### src/rtl/gpio_cfg_serializer_pkg.sv
// Shared constants and the FSM state type for the GPIO pad-configuration
// serializer. Every pad carries the same word width and reset value.
package gpio_cfg_pkg;

    localparam int PAD_CTRL_BITS = 12;
    localparam logic [PAD_CTRL_BITS-1:0] GPIO_DEFAULT = 12'hC00;

    typedef enum logic [1:0] {
        IDLE   = 2'd0,
        SHIFT  = 2'd1,
        LSETUP = 2'd2,
        LOAD   = 2'd3
    } cfg_state_t;

endpackage

### src/rtl/gpio_cfg_serializer_if.sv
// Management-side bus of the serializer: config word write/read port and
// transfer control.
//
// Handshake: the master requests a transfer by holding xfer_start high.
// The request is taken on the first clock edge where the slave is idle
// (xfer_busy low). xfer_busy rises on the following cycle and stays high
// until the transfer ends. xfer_done then pulses for one cycle, in the same
// cycle that xfer_busy falls. A request made while busy is dropped, not
// queued. Config writes have no back-pressure. A write made while busy, or
// to an address outside the pad range, is dropped and reported by a
// one-cycle cfg_wr_err pulse on the next cycle.
interface gpio_cfg_serializer_if #(
    parameter int NUM_PADS = 15
);
    import gpio_cfg_pkg::*;

    localparam int AW = (NUM_PADS > 1) ? $clog2(NUM_PADS) : 1;

    logic                     cfg_wr_en;
    logic [AW-1:0]            cfg_wr_addr;
    logic [PAD_CTRL_BITS-1:0] cfg_wr_data;
    logic [PAD_CTRL_BITS-1:0] cfg_rd_data;
    logic                     cfg_wr_err;
    logic                     xfer_start;
    logic                     xfer_busy;
    logic                     xfer_done;
    cfg_state_t               dbg_state;

    modport master (
        output cfg_wr_en, cfg_wr_addr, cfg_wr_data, xfer_start,
        input  cfg_rd_data, cfg_wr_err, xfer_busy, xfer_done, dbg_state
    );

    modport slave (
        input  cfg_wr_en, cfg_wr_addr, cfg_wr_data, xfer_start,
        output cfg_rd_data, cfg_wr_err, xfer_busy, xfer_done, dbg_state
    );

endinterface

### src/rtl/gpio_cfg_serializer_clkdiv.sv
// Half-period timer for the chain shift clock. While enabled it emits a
// tick on the last mclk cycle of every CLK_DIV-cycle half period. The phase
// output says which half is in progress (0 = low half, 1 = high half).
// Disabling the timer returns it to the start of a low half.
module gpio_cfg_clkdiv #(
    parameter int CLK_DIV = 4
) (
    input  logic mclk,
    input  logic reset_n,
    input  logic enable,
    output logic tick,
    output logic phase
);

    localparam int CW = $clog2(CLK_DIV + 1);

    logic [CW-1:0] div_cnt;

    assign tick = enable && (div_cnt == CW'(CLK_DIV - 1));

    // Count mclk cycles within a half period and flip phase at each tick.
    always_ff @(posedge mclk or negedge reset_n) begin
        if (!reset_n) begin
            div_cnt <= '0;
            phase   <= 1'b0;
        end else if (!enable) begin
            div_cnt <= '0;
            phase   <= 1'b0;
        end else if (tick) begin
            div_cnt <= '0;
            phase   <= ~phase;
        end else begin
            div_cnt <= div_cnt + 1'b1;
        end
    end

endmodule

### src/rtl/gpio_cfg_serializer.sv
// GPIO pad-configuration chain master. Holds one config word per pad. On
// request it shifts all words, pad NUM_PADS-1 first and MSB first, into the
// daisy-chained pad blocks, then strobes serial_load so every pad latches
// its word.
module gpio_cfg_serializer
    import gpio_cfg_pkg::*;
#(
    parameter int NUM_PADS = 15,
    parameter int CLK_DIV  = 4
) (
    input  logic                  mclk,
    input  logic                  reset_n,
    gpio_cfg_serializer_if.slave  bus,
    output logic                  serial_resetn,
    output logic                  serial_clock,
    output logic                  serial_data,
    output logic                  serial_load
);

    localparam int AW    = (NUM_PADS > 1) ? $clog2(NUM_PADS) : 1;
    localparam int TOTAL = NUM_PADS * PAD_CTRL_BITS;
    localparam int BW    = $clog2(TOTAL + 1);

    logic [PAD_CTRL_BITS-1:0] cfg_q [NUM_PADS];
    logic [TOTAL-1:0]         snap;
    logic [TOTAL-1:0]         shreg;
    logic [BW-1:0]            bit_cnt;
    cfg_state_t               state;
    logic                     addr_ok;
    logic                     wr_ok;
    logic                     tick;
    logic                     phase;

    // The pad chain is reset directly by the system reset.
    assign serial_resetn = reset_n;
    // The outgoing bit is always the top of the shift register. The register
    // is cleared whenever the FSM is idle, so the data line then rests low.
    assign serial_data   = shreg[TOTAL-1];
    assign bus.dbg_state = state;

    assign addr_ok = ({1'b0, bus.cfg_wr_addr} < (AW + 1)'(NUM_PADS));
    assign wr_ok   = bus.cfg_wr_en && (state == IDLE) && addr_ok;

    gpio_cfg_clkdiv #(
        .CLK_DIV (CLK_DIV)
    ) u_clkdiv (
        .mclk    (mclk),
        .reset_n (reset_n),
        .enable  (state != IDLE),
        .tick    (tick),
        .phase   (phase)
    );

    // Config register file: accept writes only when idle and in range.
    always_ff @(posedge mclk or negedge reset_n) begin
        if (!reset_n) begin
            for (int i = 0; i < NUM_PADS; i++) cfg_q[i] <= GPIO_DEFAULT;
        end else if (wr_ok) begin
            cfg_q[bus.cfg_wr_addr] <= bus.cfg_wr_data;
        end
    end

    // Flag rejected writes with a one-cycle pulse.
    always_ff @(posedge mclk or negedge reset_n) begin
        if (!reset_n) bus.cfg_wr_err <= 1'b0;
        else          bus.cfg_wr_err <= bus.cfg_wr_en && !wr_ok;
    end

    // Read port is combinational. It returns zero for out-of-range addresses.
    always_comb begin
        bus.cfg_rd_data = '0;
        if (addr_ok) bus.cfg_rd_data = cfg_q[bus.cfg_wr_addr];
    end

    // Build the chain image: pad NUM_PADS-1 occupies the top (first-out) bits.
    always_comb begin
        snap = '0;
        for (int p = 0; p < NUM_PADS; p++)
            snap[p*PAD_CTRL_BITS +: PAD_CTRL_BITS] = cfg_q[p];
    end

    // Transfer FSM: shift every bit, hold data for load setup, strobe load,
    // then report completion.
    always_ff @(posedge mclk or negedge reset_n) begin
        if (!reset_n) begin
            state         <= IDLE;
            shreg         <= '0;
            bit_cnt       <= '0;
            serial_clock  <= 1'b0;
            serial_load   <= 1'b0;
            bus.xfer_busy <= 1'b0;
            bus.xfer_done <= 1'b0;
        end else begin
            bus.xfer_done <= 1'b0;
            case (state)
                IDLE: begin
                    serial_clock <= 1'b0;
                    serial_load  <= 1'b0;
                    if (bus.xfer_start) begin
                        state         <= SHIFT;
                        shreg         <= snap;
                        bit_cnt       <= '0;
                        bus.xfer_busy <= 1'b1;
                    end
                end
                SHIFT: begin
                    if (tick) begin
                        if (!phase) begin
                            serial_clock <= 1'b1;
                        end else begin
                            // Falling edge: advance to the next bit unless this was the last.
                            serial_clock <= 1'b0;
                            if (bit_cnt == BW'(TOTAL - 1)) begin
                                state <= LSETUP;
                            end else begin
                                bit_cnt <= bit_cnt + 1'b1;
                                shreg   <= {shreg[TOTAL-2:0], 1'b0};
                            end
                        end
                    end
                end
                LSETUP: begin
                    if (tick) begin
                        state       <= LOAD;
                        serial_load <= 1'b1;
                    end
                end
                LOAD: begin
                    if (tick) begin
                        state         <= IDLE;
                        serial_load   <= 1'b0;
                        shreg         <= '0;
                        bus.xfer_busy <= 1'b0;
                        bus.xfer_done <= 1'b1;
                    end
                end
                default: state <= IDLE;
            endcase
        end
    end

endmodule

### src/flat_wrapper.sv
// flat-port wrapper written by rule: the top's interface ports become plain ports
module gpio_cfg_serializer_flat import gpio_cfg_pkg::*;
#(
    parameter int NUM_PADS = 15,
    parameter int CLK_DIV  = 4
)
  (mclk, reset_n, serial_resetn, serial_clock, serial_data, serial_load, bus_cfg_wr_en, bus_cfg_wr_addr, bus_cfg_wr_data, bus_xfer_start, bus_cfg_rd_data, bus_cfg_wr_err, bus_xfer_busy, bus_xfer_done, bus_dbg_state);
  gpio_cfg_serializer_if #(.NUM_PADS(NUM_PADS)) bus_i ();
  input  logic mclk;
  input  logic reset_n;
  output logic serial_resetn;
  output logic serial_clock;
  output logic serial_data;
  output logic serial_load;
  input wire logic [$bits(bus_i.cfg_wr_en)-1:0] bus_cfg_wr_en;
  input wire logic [$bits(bus_i.cfg_wr_addr)-1:0] bus_cfg_wr_addr;
  input wire logic [$bits(bus_i.cfg_wr_data)-1:0] bus_cfg_wr_data;
  input wire logic [$bits(bus_i.xfer_start)-1:0] bus_xfer_start;
  output wire logic [$bits(bus_i.cfg_rd_data)-1:0] bus_cfg_rd_data;
  output wire logic [$bits(bus_i.cfg_wr_err)-1:0] bus_cfg_wr_err;
  output wire logic [$bits(bus_i.xfer_busy)-1:0] bus_xfer_busy;
  output wire logic [$bits(bus_i.xfer_done)-1:0] bus_xfer_done;
  output wire logic [$bits(bus_i.dbg_state)-1:0] bus_dbg_state;
  assign bus_i.cfg_wr_en = bus_cfg_wr_en;
  assign bus_i.cfg_wr_addr = bus_cfg_wr_addr;
  assign bus_i.cfg_wr_data = bus_cfg_wr_data;
  assign bus_i.xfer_start = bus_xfer_start;
  assign bus_cfg_rd_data = bus_i.cfg_rd_data;
  assign bus_cfg_wr_err = bus_i.cfg_wr_err;
  assign bus_xfer_busy = bus_i.xfer_busy;
  assign bus_xfer_done = bus_i.xfer_done;
  assign bus_dbg_state = bus_i.dbg_state;
  gpio_cfg_serializer #(.NUM_PADS(NUM_PADS), .CLK_DIV(CLK_DIV)) u_core (.mclk(mclk), .reset_n(reset_n), .bus(bus_i), .serial_resetn(serial_resetn), .serial_clock(serial_clock), .serial_data(serial_data), .serial_load(serial_load));
endmodule
### config.mk
export PLATFORM = sky130hd
export DESIGN_NAME = gpio_cfg_serializer_flat
export DESIGN_NICKNAME = d
export VERILOG_FILES = /design/src/rtl/gpio_cfg_serializer_pkg.sv /design/src/rtl/gpio_cfg_serializer_if.sv /design/src/rtl/gpio_cfg_serializer_clkdiv.sv /design/src/rtl/gpio_cfg_serializer.sv /design/src/flat_wrapper.sv
export SDC_FILE = /design/constraint.sdc
export NUM_CORES = 1
export LEC_CHECK = 0
export ABC_AREA = 1
export CORE_MARGIN = 2
export CORE_UTILIZATION = 45
export DETAILED_ROUTE_END_ITERATION = 10
export PLACE_DENSITY_LB_ADDON = 0.15
export SYNTH_ARGS = -nofsm -noshare
export SYNTH_HDL_FRONTEND = slang
export SYNTH_SLANG_ARGS = --single-unit
### constraint.sdc
create_clock -name mclk -period 5.54 [get_ports mclk]
set_input_delay 0.831 -clock mclk [delete_from_list [all_inputs] [get_ports mclk]]
set_output_delay 0.831 -clock mclk [all_outputs]
set_load 0.01 [all_outputs]
==> run summary <==
Status: complete, no violations
HP Class: in2async
Die area: 44,100 µm²
Met2 Use GR: 42.8%
GR Util met1: 40.2%
Yosys reg bits: 379
CTS buffer count: 44
Maximum vdd drop: 0.972 mV
Initial Util: 45.6%
Post-route setup slack: 1.21 ns
Post-Syn Area per Cell: 7.34 µm²
Syn Std Cell Area: 19,100 µm²
Pre-antenna DRT Iters: 5
Area Growth Syn to Fin: 10.2%
Wirelength per Cell: 19.4 µm
Post-place setup slack: 1.26 ns
First-pass GRT wire length: 95,700 µm
Total global routing overflow: 0
Largest net degree at the start of global routing: 188
Area of the multi-input gates: 8250 µm²
Sequential share of the synthesized area: 49.8%
Gr busiest metal: met2
Total GRT Usage: 27.6%
Hold Fails Final Rpt: 0
# port buffers: 40
Static Leakage: 0.0106 µW
Post-Syn Instances: 2,603
DRC: 0
Clk root buf: clkbuf_16
Tightest Pin Transition: 1.05 ns
Critical path class: in2out
Die height: 210 µm
Storage element area: 9520 µm²
M3 GR Usage: 3.65%
RePlAce Congestion: 0.824
Worst setup SP type: primary input
Max Slew Vio Count: 0
Syn Nets: 2,630
Initial antenna violation count: 0
Clk_skew: 0.0264 ns
Final min period: 4.33 ns
TritonCTS clock tree: built
Fmax: 231 MHz
# diodes: 0
Clk_lat worst skew: 0.59 ns
FILL cells: 4,185
Layout cells sized above 1: 5.34%
Num Clock Sinks: 379
Unique cell type count in the Yosys netlist: 26
IO Pins: 41
Setup bufs post-CTS: 0
Drt total wl: 60,000 µm
Period utilization: 78.1%
Initial DRC count: 1,805
Final net count: 2,539
CP arrival: 3.49 ns
Hold slack: 0.299 ns
RSZ-0062 raised after global routing: no
Yosys warnings: 0
CTS Buffer Depth: 3
Via-to-Cell Ratio: 5.62
Pwr dens: 594 nW/µm²
Data required time at the worst endpoint: 4.71 ns
Core outline area: 41,900 µm²
Sum Neg Setup Slack: 0 ns
Crit. End Element: primary output
R2R setup slack: 1.89 ns
Final setup vio count: 0
Slew margin rel.: 30.0%
H-tree depth: 2
Fin cells: 3,086
MaxCap Viol Count: 0
# hold bufs at CTS: 0
Crit path max fanout: 17
DP HPWL: 34,900 µm
Number of global-route vias before repair: 16,300
Reg clk slew, reported paths: 0.06 ns
Num rows: 75
Post-route ant nets: 0
Die width: 210 µm
Resized Gates After CTS: 0
Placed cell count: 3,005
Via total after detailed routing: 17,300
[cells in the mapped netlist, drive strengths merged]
master  count  area share, %
xor2        1          0.046
dfstp      30            4.1
nor2       60            1.2
inv       142            2.8
o21ai     331            8.7
a21oi       2           0.11
nor3        4           0.13
dfrtp     349             46
clkbuf    111            2.2
nand4     183            6.0
o21a        1          0.039
nand2    1167             23
buf        90            2.2
nand3     120            3.3
o21bai      2          0.079
ha          7           0.46
or2         1          0.033
nor3b       2          0.079
[state kept, by name, summed over array words and instances, names as in the netlist]
register and flops:
u_core.serial_clock 1, u_core.bit_cnt 8, u_core.bus.xfer_done 1, u_core.cfg_q 180, u_core.u_clkdiv.div_cnt 3, u_core.bus.xfer_busy 1, u_core.shreg 180, u_core.bus.dbg_state 2
u_core.u_clkdiv.phase 1, u_core.serial_load 1, u_core.bus.cfg_wr_err 1
[logic make-up after synthesis]
family,after synthesis,synth area share (%)
AOI/OAI and AO/OA,336,8.89
DFF,379,49.8
adders and majority gates,7,0.458
and+or+nand+nor,1537,33.6
xor gates and xnor gates,1,0.0458
buffers and inverters,343,7.21
[worst max-delay path, stage by stage]
cell and delay [ns]:
clkdlybuf4s50_1 0.85, inv_2 0.31, nor2_1 0.16, buf_4 0.21, nand2_1 0.08, nand3_1 0.08, nand2_1 0.07, nand2_1 0.09
inv_1 0.04, nand2_1 0.17, clkdlybuf4s50_1 0.59
[layout by cell type, fill, tap and decap left out, types with 2 or more instances in the layout]
cell             count
a21oi_4              2
buf_12               5
buf_4               20
clkbuf_1            14
clkbuf_16           45
clkbuf_8            13
clkdlybuf4s50_1     38
clkinv_2             7
dfrtp_1            349
dfstp_2             30
ha_1                 6
inv_1              138
inv_2                2
inv_6                2
nand2_1           1166
nand3_1            117
nand3_4              2
nand4_1            183
nor2_1              60
nor3_1               3
nor3b_1              2
o21ai_0            321
o21ai_1             10
o21bai_1             2
[final cells by class]
| type | count | share of cell area, % |
|---|---|---|
| inverter | 142 | 2.54 |
| timing repair buffer | 64 | 3.06 |
| tap | 539 | 3.20 |
| clock buffer | 72 | 6.44 |
| clock inverter | 9 | 0.380 |
| sequential | 379 | 45.2 |
| multi-input combinational | 1881 | 39.2 |
[worst paths after layout]
kind	from	to	cells after the start
worst max-delay path	bus_cfg_wr_addr[1]	bus_cfg_rd_data[5]	11
worst min-delay path	reset_n	u_core.shreg[152]	1
worst max register to register	u_core.bus.dbg_state[0]	u_core.shreg[131]	7
worst min register to register	u_core.u_clkdiv.div_cnt[0]	u_core.u_clkdiv.div_cnt[0]	1
max in group asynchronous	reset_n	u_core.cfg_q[29]	2
min in group mclk	u_core.u_clkdiv.div_cnt[0]	u_core.u_clkdiv.div_cnt[0]	1
[stage by stage]
step	util [%]	cell area, µm²	total power [µW]
3_5_place_dp	46.8	19600	9580
2_1_floorplan	-	19100	7930
6_report	50.2	21100	12500
5_1_grt	50.2	21100	13400
4_1_cts	50.2	21100	12500
3_3_place_gp	46.8	19600	9500
[per-layer routing]
metal  part of all wire (%)  vias to the layer above  routed length (µm)
met5                      0                        -                   0
met3                    6.8                       92                4110
li1                       -                     8225                   -
met4                    2.4                        0                1460
met1                     45                     8436               27100
met2                     45                      584               27300
[report_power, final]
part	internal (µW)	switching [µW]
Combinational	1430	3540
Sequential	3910	728
Clock	1720	1180
(Power assumes the default switching activity.)
